==> src/rtl/keypad_scan_4x4.sv <==
// 4x4 matrix keypad scanner: one-cold active-low column strobes, synchronized row read-back,
// press/release debounce and one key code per press. Optional auto-repeat: KEYPAD_AUTO_REPEAT_EN.
module keypad_scan_4x4 #(
  parameter logic [15:0] SCAN_DIV     = 16'd50000,
  parameter logic [19:0] DEBOUNCE_CYC = 20'd500000,
  parameter logic [25:0] REPEAT_CYC   = 26'd25000000
) (
  input  logic       clk,
  input  logic       reset_p,
  input  logic [3:0] row,
  output logic [3:0] col,
  output logic [3:0] key_value,
  output logic       key_valid,
  output logic       key_held
);

  localparam logic [1:0] ST_SCAN     = 2'd0;
  localparam logic [1:0] ST_DEBOUNCE = 2'd1;
  localparam logic [1:0] ST_HOLD     = 2'd2;
  localparam logic [1:0] ST_RELEASE  = 2'd3;

  // key_valid is a one-cycle strobe with no back-pressure; key_value is stable from that
  // cycle until the next accepted press, so the consumer samples both on the strobe.
  logic [1:0]  state;
  logic [3:0]  row_m;
  logic [3:0]  row_s;
  logic [19:0] cnt;
  logic [1:0]  lat_row;
  logic [1:0]  lat_col;
  logic [1:0]  row_idx;
  logic [1:0]  col_idx;
  logic [3:0]  col_rot;
  logic        lat_bit;
  logic        any_low;
  logic        scan_end;
  logic        deb_end;
  logic        rep_fire;

  // Lowest-index low row wins when several keys in the strobed column are down.
  always_comb begin
    row_idx = 2'd0;
    if (!row_s[0])      row_idx = 2'd0;
    else if (!row_s[1]) row_idx = 2'd1;
    else if (!row_s[2]) row_idx = 2'd2;
    else if (!row_s[3]) row_idx = 2'd3;
  end

  always_comb begin
    col_idx = 2'd0;
    case (col)
      4'b1101: col_idx = 2'd1;
      4'b1011: col_idx = 2'd2;
      4'b0111: col_idx = 2'd3;
      default: col_idx = 2'd0;
    endcase
  end

  assign col_rot  = {col[2:0], col[3]};
  assign lat_bit  = row_s[lat_row];
  assign any_low  = ~&row_s;
  assign scan_end = (cnt == {4'd0, SCAN_DIV - 16'd1});
  assign deb_end  = (cnt == DEBOUNCE_CYC - 20'd1);

`ifdef KEYPAD_AUTO_REPEAT_EN
  logic [25:0] rep_cnt;
  logic        enter_hold;

  assign enter_hold = ((state == ST_DEBOUNCE) && !lat_bit && deb_end) ||
                      ((state == ST_RELEASE) && !lat_bit);
  assign rep_fire   = (state == ST_HOLD) && !lat_bit && (rep_cnt == REPEAT_CYC - 26'd1);

  // Runs only while the key stays down in HOLD; frozen through RELEASE, cleared on HOLD entry.
  always_ff @(posedge clk) begin
    if (reset_p || enter_hold) begin
      rep_cnt <= 26'd0;
    end else if ((state == ST_HOLD) && !lat_bit) begin
      rep_cnt <= rep_fire ? 26'd0 : rep_cnt + 26'd1;
    end
  end
`else
  // REPEAT_CYC only matters when auto-repeat is built in.
  assign rep_fire = 1'b0 & (REPEAT_CYC == 26'd0);
`endif

  always_ff @(posedge clk) begin
    if (reset_p) begin
      row_m <= 4'b1111;
      row_s <= 4'b1111;
    end else begin
      row_m <= row;
      row_s <= row_m;
    end
  end

  always_ff @(posedge clk) begin
    if (reset_p) begin
      state     <= ST_SCAN;
      cnt       <= 20'd0;
      col       <= 4'b1110;
      lat_row   <= 2'd0;
      lat_col   <= 2'd0;
      key_value <= 4'h0;
      key_valid <= 1'b0;
      key_held  <= 1'b0;
    end else begin
      key_valid <= 1'b0;
      case (state)
        ST_SCAN: begin
          if (scan_end) begin
            cnt <= 20'd0;
            if (any_low) begin
              lat_row <= row_idx;
              lat_col <= col_idx;
              state   <= ST_DEBOUNCE;
            end else begin
              col <= col_rot;
            end
          end else begin
            cnt <= cnt + 20'd1;
          end
        end
        ST_DEBOUNCE: begin
          if (lat_bit) begin
            state <= ST_SCAN;
            cnt   <= 20'd0;
            col   <= col_rot;
          end else if (deb_end) begin
            key_value <= {lat_row, lat_col};
            key_valid <= 1'b1;
            state     <= ST_HOLD;
            cnt       <= 20'd0;
          end else begin
            cnt <= cnt + 20'd1;
          end
        end
        ST_HOLD: begin
          key_held <= 1'b1;
          if (lat_bit) begin
            cnt   <= 20'd0;
            state <= ST_RELEASE;
          end else if (rep_fire) begin
            key_valid <= 1'b1;
          end
        end
        default: begin
          if (!lat_bit) begin
            state <= ST_HOLD;
            cnt   <= 20'd0;
          end else if (deb_end) begin
            key_held <= 1'b0;
            state    <= ST_SCAN;
            cnt      <= 20'd0;
            col      <= col_rot;
          end else begin
            cnt <= cnt + 20'd1;
          end
        end
      endcase
    end
  end

endmodule

==> config.mk <==
export PLATFORM = sky130hd
export DESIGN_NAME = keypad_scan_4x4
export DESIGN_NICKNAME = d
export VERILOG_FILES = /design/src/rtl/keypad_scan_4x4.sv
export SDC_FILE = /design/constraint.sdc
export NUM_CORES = 1
export LEC_CHECK = 0
export CAP_MARGIN = 40
export CORE_MARGIN = 2
export CORE_UTILIZATION = 40
export DETAILED_ROUTE_END_ITERATION = 7
export GPL_TIMING_DRIVEN = 0
export PLACE_DENSITY = 0.57
export SYNTH_ARGS = -nofsm -noshare
export SYNTH_HDL_FRONTEND = slang
export SYNTH_SLANG_ARGS = --single-unit
export TNS_END_PERCENT = 100
==> constraint.sdc <==
create_clock -name clk -period 2.4 [get_ports clk]
set_input_delay 0.36 -clock clk [delete_from_list [all_inputs] [get_ports clk]]
set_output_delay 0.36 -clock clk [all_outputs]
set_load 0.01 [all_outputs]
==> load_flow_metrics.sql <==
INSERT INTO impl_metrics (metric_group, metric, value, unit) VALUES
('outcome', 'outcome', 'complete, no violations', ''),
('floorplan', 'die-height', '77.2', 'um'),
('routing', 'drt-wirelength-per-cell', '12.3', 'um'),
('min_path', 'whs_path_depth', '1', ''),
('power', 'power_density', '753', 'mW/mm^2'),
('min_path', 'holdPathEnd', 'row_s[2]', ''),
('clocking', 'cts_root_buf', 'clkbuf_8', ''),
('timing', 'clock_skew', '6.88', 'ps'),
('clocking', 'cts_tree', 'done', ''),
('floorplan', 'initial_cell_density_of_the_core', '0.417', ''),
('routing', 'overall_via_count_from_detail_route', '1571', ''),
('clocking', 'max-clock-path-buffers', '2', ''),
('grt', 'grt_max_degree', '15', ''),
('grt', 'global_route.usage.total', '0.149', ''),
('timing', 'finalHoldViolCount', '0', ''),
('grt', 'grt_pass1_wl', '7230', 'um'),
('synthesis', 'seq_area_frac_synth', '0.411', ''),
('synthesis', 'yosysUniqueCellTypes', '49', ''),
('min_path', 'min_path_type', 'reg2reg', ''),
('clocking', 'clk-insertion-delay-late', '300', 'ps'),
('setup_path', 'setup.worst_path.start_class', 'flop', ''),
('synthesis', 'synthesis.nets', '238', ''),
('synthesis', 'netlist_top_cells_area', 'dfxtp_1 (41%), nor2_1 (5.1%), xnor2_1 (4.9%)', ''),
('min_path', 'holdCritStartpoint', 'row_m[2]', ''),
('setup_path', 'crit_type', 'reg2reg', ''),
('power', 'vdd_ir_drop_max', '0.350', 'mV'),
('synthesis', 'synth_top_flop_cell', 'dfxtp_1', ''),
('timing', 'relSlewSlack', '0.575', ''),
('timing', 'final.period_utilization', '0.913', ''),
('grt', 'first_global_vias', '1496', ''),
('final_layout', 'area_delta_synth_final', '18.5', '%'),
('final_layout', 'num_antenna_cells', '0', ''),
('setup_path', 'timing.critical_path.arrival', '2390', 'ps'),
('synthesis', 'postSynthRegisterBits', '44', ''),
('timing', 'layout_min_cycle_time', '2190', 'ps'),
('setup_path', 'reg2reg_from', 'lat_row[0]', ''),
('job', 'number_of_max_cap_violations', '0', ''),
('grt', 'antenna_violations_before_repair', '0', ''),
('setup_path', 'crit_path_end_kind', 'flop', ''),
('clocking', 'clock_transition_at_the_registers_of_the_reported_paths', '90', 'ps'),
('floorplan', 'number_of_top_level_pins', '16', ''),
('setup_path', 'rr_worst_depth', '6', ''),
('synthesis', 'syn-mean-instance-area', '9.45', 'sq um'),
('setup_path', 'critical_path_peak_fanout', '10', ''),
('final_layout', 'finalNetCount', '260', ''),
('routing', 'drtAntennaViolNets', '0', ''),
('routing', 'drt-pass1-iter-count', '4', ''),
('final_layout', 'fin_area', '0.00254', 'sq mm'),
('place', 'place.port_buffers', '15', ''),
('timing', 'fin_worst_hold_slack', '413', 'ps'),
('grt', 'grt-ovfl-total', '0', ''),
('routing', 'routed_wirelength', '3930', 'um'),
('clocking', 'cts_max_level', '2', ''),
('synthesis', 'yosysTopAreaCell', 'dfxtp_1', ''),
('setup_path', 'regToRegSetupSlack', '210', 'ps'),
('clocking', 'post_cts_resized', '0', ''),
('setup_path', 'rr_endpoint', 'cnt[18]', ''),
('setup_path', 'cp_data_required_time', '2600', 'ps'),
('place', 'placed_cell_area', '0.00238', 'sq mm'),
('synthesis', 'postSynth.asyncResetShare', '0', ''),
('routing', 'detail_route.vias_per_cell', '4.91', ''),
('floorplan', 'chipWidth', '77.2', 'um'),
('timing', 'setup_viol', '0', ''),
('synthesis', 'yosys_warnings', '0', ''),
('routing', 'drt_iter0_drc', '74', ''),
('clocking', 'clock_sinks', '44', ''),
('routing', 'drcViolationCount', '0', ''),
('floorplan', 'row_count', '26', ''),
('clocking', 'cts_inserted_buffers', '5', ''),
('clocking', 'setup_fix_bufs_post_cts', '0', ''),
('timing', 'fmax', '456', 'MHz');
## logic make-up (layout without fill, tap and decap cells)
logic type                 count (synthesis)  after routing  synth area share
AOI/OAI and AO/OA                         23             23            0.0881
xor gates and xnor gates                  20             20            0.0817
adders and majority gates                  5              5            0.0292
buffers and inverters                     19             42            0.0543
DFF                                       44             44             0.411
muxes                                     12             12            0.0630
and+or+nand+nor                          104            104             0.273
## where the power goes
part / internal, W / switching [W] / leakage [nW]
combinational: 0.000171 / 0.000159 / 0.492
clock: 0.000520 / 0.000253 / 0.0784
sequential: 0.000768 / 0.0000415 / 0.357
## stage by stage
step,setup WS (ps),std cells,utilization
floorplan,431,227,-
global placement,213,312,0.463
detailed placement,251,312,0.463
CTS,239,320,0.494
global route,70.2,320,0.494
finish,209,320,0.494
## worst max path at each step
| stage | startpoint | end |
|---|---|---|
| after floorplan | cnt[16] | cnt[0] |
| after global placement | state[0] | cnt[18] |
| after detailed placement | lat_row[0] | cnt[18] |
| after CTS | lat_row[0] | cnt[17] |
| after global routing | state[0] | cnt[18] |
| final | lat_row[0] | cnt[18] |
## cell usage after synthesis (3+ instances only)
cell	instances
and3_1	3
nand2b_1	4
nor3_1	7
clkbuf_1	3
mux2i_1	9
nand2_1	14
nand4_1	7
nor2_1	29
a21oi_1	4
nor2_2	10
or2_2	10
xnor2_1	12
ha_1	5
nand3_1	8
dfxtp_1	44
inv_1	11
xor2_1	8
o2111ai_1	3
## sequential cells by signal, indices dropped and copies added, names as in the netlist, named ones only
name and flops:
key_value 4, cnt 20, lat_row 2, key_held 1
row_s 4, col 4, state 1, key_valid 1
row_m 4, lat_col 2
## cell type report
| type | instances | area, sq um |
|---|---|---|
| clock inverters | 3 | 90.1 |
| clock buffers | 5 | 68.8 |
| repair buffers | 15 | 150 |
| inverters | 11 | 41.3 |
| multi-input cells | 164 | 1150 |
| well taps | 70 | 87.6 |
| plain buffers | 8 | 75.1 |
| flip-flops and latches | 44 | 881 |
| fillers | 517 | 2600 |
## metal layers
metal,share of wire,track usage
met5,0,0
met4,0.012,0.0429
met3,0.025,0.0318
met2,0.42,0.215
met1,0.54,0.222
## critical path, stage by stage, from the launching register on
cell and delay (ps):
dfxtp_1 400, mux4_2 530, buf_2 210, o2111ai_1 560
nor4_1 160, xnor2_1 200, nor2_2 40
(Power assumes the default switching activity.)
